--- config.mk ---
export PLATFORM = sky130hd
export DESIGN_NAME = conv_window_ctrl
export DESIGN_NICKNAME = d
export VERILOG_FILES = /design/src/rtl/cnn_ctrl_pkg.sv /design/src/rtl/raster_counter.sv /design/src/rtl/conv_window_ctrl.sv
export SDC_FILE = /design/constraint.sdc
export NUM_CORES = 1
export LEC_CHECK = 0
export ABC_AREA = 1
export CORE_UTILIZATION = 53
export DETAILED_ROUTE_END_ITERATION = 10
export PLACE_DENSITY_LB_ADDON = 0.05
export SYNTH_ARGS = -nofsm -noshare
export SYNTH_HDL_FRONTEND = slang
export SYNTH_SLANG_ARGS = --single-unit
export TNS_END_PERCENT = 100
--- constraint.sdc ---
create_clock -name clk -period 2.1 [get_ports clk]
set_input_delay 0.21 -clock clk [delete_from_list [all_inputs] [get_ports clk]]
set_output_delay 0.21 -clock clk [all_outputs]
set_load 0.02 [all_outputs]
--- src/rtl/cnn_ctrl_pkg.sv ---
// Shared definitions for the convolution control path: the window controller
// state encoding and the default image/kernel geometry.
package cnn_ctrl_pkg;

    localparam int IMG_W_DEF = 28;
    localparam int IMG_H_DEF = 28;
    localparam int K_DEF     = 3;

    typedef enum logic [1:0] {
        ST_IDLE  = 2'd0,
        ST_RUN   = 2'd1,
        ST_DRAIN = 2'd2,
        ST_DONE  = 2'd3
    } ctrl_state_t;

    function automatic logic state_busy(input ctrl_state_t st);
        return (st == ST_RUN) || (st == ST_DRAIN);
    endfunction

endpackage

--- src/rtl/raster_counter.sv ---
// Raster-order column/row position counter. The column wraps at IMG_W-1 and the
// row saturates at IMG_H-1; last flags the final pixel position of a frame.
module raster_counter
    import cnn_ctrl_pkg::*;
#(
    parameter int IMG_W = IMG_W_DEF,
    parameter int IMG_H = IMG_H_DEF,
    parameter int CW    = $clog2(IMG_W),
    parameter int RW    = $clog2(IMG_H)
) (
    input  logic          clk,
    input  logic          reset,
    input  logic          clr,
    input  logic          en,
    output logic [CW-1:0] col,
    output logic [RW-1:0] row,
    output logic          last
);

    localparam logic [CW-1:0] COL_LAST = CW'(IMG_W - 1);
    localparam logic [RW-1:0] ROW_LAST = RW'(IMG_H - 1);

    logic [CW-1:0] col_r;
    logic [RW-1:0] row_r;
    logic [CW-1:0] col_nxt_s;
    logic [RW-1:0] row_nxt_s;

    // next position: clear wins over enable, row holds at the bottom edge
    always_comb begin
        col_nxt_s = col_r;
        row_nxt_s = row_r;
        if (clr) begin
            col_nxt_s = '0;
            row_nxt_s = '0;
        end else if (en) begin
            if (col_r == COL_LAST) begin
                col_nxt_s = '0;
                if (row_r == ROW_LAST) begin
                    row_nxt_s = row_r;
                end else begin
                    row_nxt_s = row_r + RW'(1);
                end
            end else begin
                col_nxt_s = col_r + CW'(1);
                row_nxt_s = row_r;
            end
        end else begin
            col_nxt_s = col_r;
            row_nxt_s = row_r;
        end
    end

    // position registers
    always_ff @(posedge clk) begin
        if (reset) begin
            col_r <= '0;
            row_r <= '0;
        end else begin
            col_r <= col_nxt_s;
            row_r <= row_nxt_s;
        end
    end

    assign col  = col_r;
    assign row  = row_r;
    assign last = (col_r == COL_LAST) && (row_r == ROW_LAST);

endmodule

--- src/rtl/conv_window_ctrl.sv ---
// Sequencer for the pixel delay-line / window register bank: gates the shared
// shift enable, tracks raster position and presents complete KxK windows.
module conv_window_ctrl
    import cnn_ctrl_pkg::*;
#(
    parameter int IMG_W = IMG_W_DEF,
    parameter int IMG_H = IMG_H_DEF,
    parameter int K     = K_DEF,
    parameter int CW    = $clog2(IMG_W),
    parameter int RW    = $clog2(IMG_H)
) (
    input  logic          clk,
    input  logic          reset,
    input  logic          start,
    input  logic          in_valid,
    output logic          in_ready,
    output logic          shift_en,
    output logic          out_valid,
    input  logic          out_ready,
    output logic [RW-1:0] out_row,
    output logic [CW-1:0] out_col,
    output logic          busy,
    output logic          frame_done
);

    localparam logic [CW-1:0] KM1_C = CW'(K - 1);
    localparam logic [RW-1:0] KM1_R = RW'(K - 1);

    ctrl_state_t   state_r;
    ctrl_state_t   state_nxt_s;
    logic          cnt_clr_s;
    logic          accept_s;
    logic          hold_s;
    logic          consume_s;
    logic          win_s;
    logic [CW-1:0] col_s;
    logic [RW-1:0] row_s;
    logic          last_s;
    logic          out_valid_r;
    logic [RW-1:0] out_row_r;
    logic [CW-1:0] out_col_r;
    logic          busy_r;
    logic          frame_done_r;

    raster_counter #(
        .IMG_W (IMG_W),
        .IMG_H (IMG_H),
        .CW    (CW),
        .RW    (RW)
    ) u_raster_counter (
        .clk   (clk),
        .reset (reset),
        .clr   (cnt_clr_s),
        .en    (accept_s),
        .col   (col_s),
        .row   (row_s),
        .last  (last_s)
    );

    // An unconsumed window blocks input so the bank never overwrites it.
    assign hold_s    = out_valid_r & ~out_ready;
    assign in_ready  = (state_r == ST_RUN) & ~hold_s;
    assign accept_s  = in_valid & in_ready;
    assign shift_en  = accept_s;
    assign consume_s = out_valid_r & out_ready;
    assign win_s     = accept_s & (row_s >= KM1_R) & (col_s >= KM1_C);

    // next-state logic; counters are held clear while idle
    always_comb begin
        state_nxt_s = state_r;
        cnt_clr_s   = 1'b0;
        case (state_r)
            ST_IDLE: begin
                cnt_clr_s = 1'b1;
                if (start) begin
                    state_nxt_s = ST_RUN;
                end else begin
                    state_nxt_s = ST_IDLE;
                end
            end
            ST_RUN: begin
                if (accept_s && last_s) begin
                    state_nxt_s = ST_DRAIN;
                end else begin
                    state_nxt_s = ST_RUN;
                end
            end
            ST_DRAIN: begin
                if (!out_valid_r || out_ready) begin
                    state_nxt_s = ST_DONE;
                end else begin
                    state_nxt_s = ST_DRAIN;
                end
            end
            ST_DONE: begin
                state_nxt_s = ST_IDLE;
            end
            default: begin
                state_nxt_s = ST_IDLE;
            end
        endcase
    end

    // state register with status outputs decoded from the next state
    always_ff @(posedge clk) begin
        if (reset) begin
            state_r      <= ST_IDLE;
            busy_r       <= 1'b0;
            frame_done_r <= 1'b0;
        end else begin
            state_r      <= state_nxt_s;
            busy_r       <= state_busy(state_nxt_s);
            frame_done_r <= (state_nxt_s == ST_DONE);
        end
    end

    // window register: a new window replaces a consumed one on the same edge
    always_ff @(posedge clk) begin
        if (reset) begin
            out_valid_r <= 1'b0;
            out_row_r   <= '0;
            out_col_r   <= '0;
        end else if (win_s) begin
            out_valid_r <= 1'b1;
            out_row_r   <= row_s - KM1_R;
            out_col_r   <= col_s - KM1_C;
        end else if (consume_s) begin
            out_valid_r <= 1'b0;
        end else begin
            out_valid_r <= out_valid_r;
        end
    end

    assign out_valid  = out_valid_r;
    assign out_row    = out_row_r;
    assign out_col    = out_col_r;
    assign busy       = busy_r;
    assign frame_done = frame_done_r;

endmodule
==> results by group <==
Status
  – Status: completed

Clock tree
  – Post-cts hold buffer count: 0
  – Worst-path clk slew: 0.13 ns
  – Root Buffer: clkbuf_4
  – CTS buffer count: 3
  – Worst-Skew Late Latency: 0.31 ns
  – Post-CTS setup buffer count: 0
  – CTS Sinks: 25
  – H-tree Lvls: 1
  – CTS tree: yes
  – Clk buf depth: 2
  – CTS resizes: 0

STA
  – Fin Setup TNS: 0 ns
  – Fin. max-slew vios: 0
  – Worst Tran Pin Value: 0.304 ns
  – Achievable frequency: 515 MHz
  – Final setup fails: 0
  – Hold Vio Cnt, Final: 0
  – Fin crit period: 1.94 ns
  – Final worst path period share: 92.5%
  – PnR worst setup slack: 0.158 ns
  – Clk_skew: 0.00140 ns
  – Worst slew margin: 79.7%
  – RSZ-0062 raised after global routing: false

Global routing
  – Largest net degree at the start of global routing: 22
  – Initial antenna violation count: 0
  – Total Routing Usage GR: 19.8%
  – First-pass GRT wire length: 4020 um
  – Gr ovfl total: 0
  – Vias in the first global route: 930

Worst setup path
  – Setup crit end kind: output port
  – CP required: 1.89 ns
  – Kind of critical path: flop to output port
  – Startpoint types: flop
  – Data arrival, critical path: 1.73 ns
  – CP Max Fanout: 9

Place
  – Port bufs: 19
  – Place WS: 0.215 ns
  – Final GP Congestion: 0.890
  – Dpl hpwl: 1830 um
  – Placed Instances: 238

Logic synthesis
  – FF+latch count, synth: 25
  – Synth Net Count: 205
  – Syn_area_per_cell: 7.26 um^2
  – Post-Synthesis Cells: 191
  – Post-Synthesis Cell Area: 1390 um^2
  – Synth warnings: 0
  – Yosys top cell by area: dfxtp_1
  – Register area share after synthesis: 36.1%
  – Synth area leaders: dfxtp_1 36%, nand2_1 12%, ha_1 8.1%
  – Area share of the leading cell type in the synthesized netlist: 36.1%
  – Post-synth cell types: 22

Routing
  – Post-route ant nets: 0
  – Via count: 1145
  – Metal-1 WL: 1280 um
  – Final WL: 2460 um
  – DR WL/cell: 10.2 um
  – WL met3: 67 um
  – Wire length on met2: 1060 um
  – Highest routed layer: met4
  – Initial DRC count: 10
  – Avg Vias per Cell: 4.73
  – Drt pass-1 iters: 4
  – DRC viols: 0

Floorplan
  – Starting Density: 56.0%
  – Die area: 2830 um^2
  – Die Y-Extent: 53.2 um
  – Core footprint: 2480 um^2
  – Die W: 53.2 um
  – Row cnt: 18
  – Ports: 20

Cells and area
  – Area delta synth->final: 16.7%
  – Ant. Diodes: 0
  – Fin cells: 242
  – # fillers: 243
  – Layout cells sized above 1: 11.8%
  – Final net count: 227

Power
  – Power density over the cells: 463 nW/um^2
  – VDD IR-drop max: 347 uV
  – Pleak: 0.000699 uW
  – Tot Pwr: 749 uW

Hold path
  – Worst hold path type: flop to flop

Flow run
  – Max-Cap Viols: 0
-- where the power goes --
group / total (uW) / internal [uW] / switching (uW)
Combinational: 56.3 / 22.8 / 33.5
Sequential: 480 / 478 / 2.18
Clock: 212 / 74.1 / 138
Total: 749 / 575 / 174
-- Yosys cell counts, drive strengths merged --
library cell,n
nand4,5
nand2,49
xor2,6
inv,29
dfxtp,25
buf,3
nor3,2
o21ai,2
nand3b,1
a21oi,14
clkinv,2
nand3,9
ha,9
nor2,35
-- worst paths after layout --
| check | from | endpoint | slack [ns] | cells after the start |
|---|---|---|---|---|
| hold / removal | u_raster_counter.row[4] | u_raster_counter.row[4] | 0.50 | 2 |
| hold reg to reg | u_raster_counter.row[4] | u_raster_counter.row[4] | 0.50 | 2 |
| setup / recovery | state_r[0] | shift_en | 0.16 | 5 |
| setup reg to reg | u_raster_counter.col[0] | busy | 0.25 | 9 |
-- layer usage --
layer | global-route usage [%] | up-vias
met2 | 30.4 | 14
met4 | 9.21 | 0
met5 | 0 | -
met1 | 27.1 | 500
li1 | - | 627
met3 | 2.87 | 4
-- cells by family (layout without fill, tap and decap cells) --
| group | Yosys count | in the layout | share of synthesized area [%] |
|---|---|---|---|
| buffers and inverters | 34 | 55 | 10.9 |
| and+or+nand+nor | 101 | 101 | 35.3 |
| AOI/OAI and AO/OA | 16 | 16 | 5.77 |
| xor gates and xnor gates | 6 | 6 | 3.79 |
| adders and majority gates | 9 | 9 | 8.12 |
| DFF | 25 | 25 | 36.1 |
-- critical path, stage by stage (launching register included) --
cell and delay (ns):
dfxtp_1 0.37, inv_2 0.06, nor2_4 0.12, nand3_4 0.14, clkinv_4 0.12, clkdlybuf4s50_1 0.61
-- final cells by class --
type	instances	area, um^2	area share, %
clock buffer	4	26.3	1.62
inverter	31	121	7.50
multi-input combinational	132	736	45.4
sequential	25	500	30.9
tap	30	37.5	2.32
timing repair buffer	20	198	12.2
-- per-stage QoR --
| stage | hold slack [ns] | area, um^2 | util [%] |
|---|---|---|---|
| 6_report | 0.503 | 1620 | 65.4 |
| 5_1_grt | 0.537 | 1620 | 65.4 |
| 4_1_cts | 0.505 | 1620 | 65.4 |
| 3_5_place_dp | 0.486 | 1590 | 64.3 |
| 3_3_place_gp | 0.480 | 1590 | 64.3 |
| 2_1_floorplan | 0.279 | 1390 | - |
-- state kept, by name, summed over array words and instances (netlist names) --
| signal | cells |
|---|---|
| u_raster_counter.row | 5 |
| u_raster_counter.col | 5 |
| frame_done | 1 |
| out_col | 5 |
| out_valid | 1 |
| state_r | 2 |
| out_row | 5 |
| busy | 1 |
-- cell usage in the layout (no fill, tap or decap) --
| cell type | Yosys | routed |
|---|---|---|
| a21oi_1 | 14 | 14 |
| buf_4 | 1 | 1 |
| clkbuf_1 | 0 | 1 |
| clkbuf_4 | 0 | 3 |
| clkdlybuf4s50_1 | 0 | 19 |
| clkinv_1 | 1 | 1 |
| clkinv_4 | 1 | 1 |
| dfxtp_1 | 25 | 25 |
| ha_1 | 9 | 9 |
| inv_1 | 28 | 28 |
| inv_2 | 1 | 1 |
| nand2_1 | 43 | 43 |
| nand2_2 | 6 | 6 |
| nand3_1 | 7 | 7 |
| nand3_4 | 2 | 2 |
| nand3b_1 | 1 | 1 |
| nand4_1 | 4 | 4 |
| nand4_2 | 1 | 1 |
| nor2_1 | 25 | 25 |
| nor2_2 | 8 | 8 |
| nor2_4 | 2 | 2 |
| nor3_1 | 2 | 2 |
| o21ai_0 | 2 | 2 |
| xor2_1 | 6 | 6 |
(Power assumes the default switching activity.)
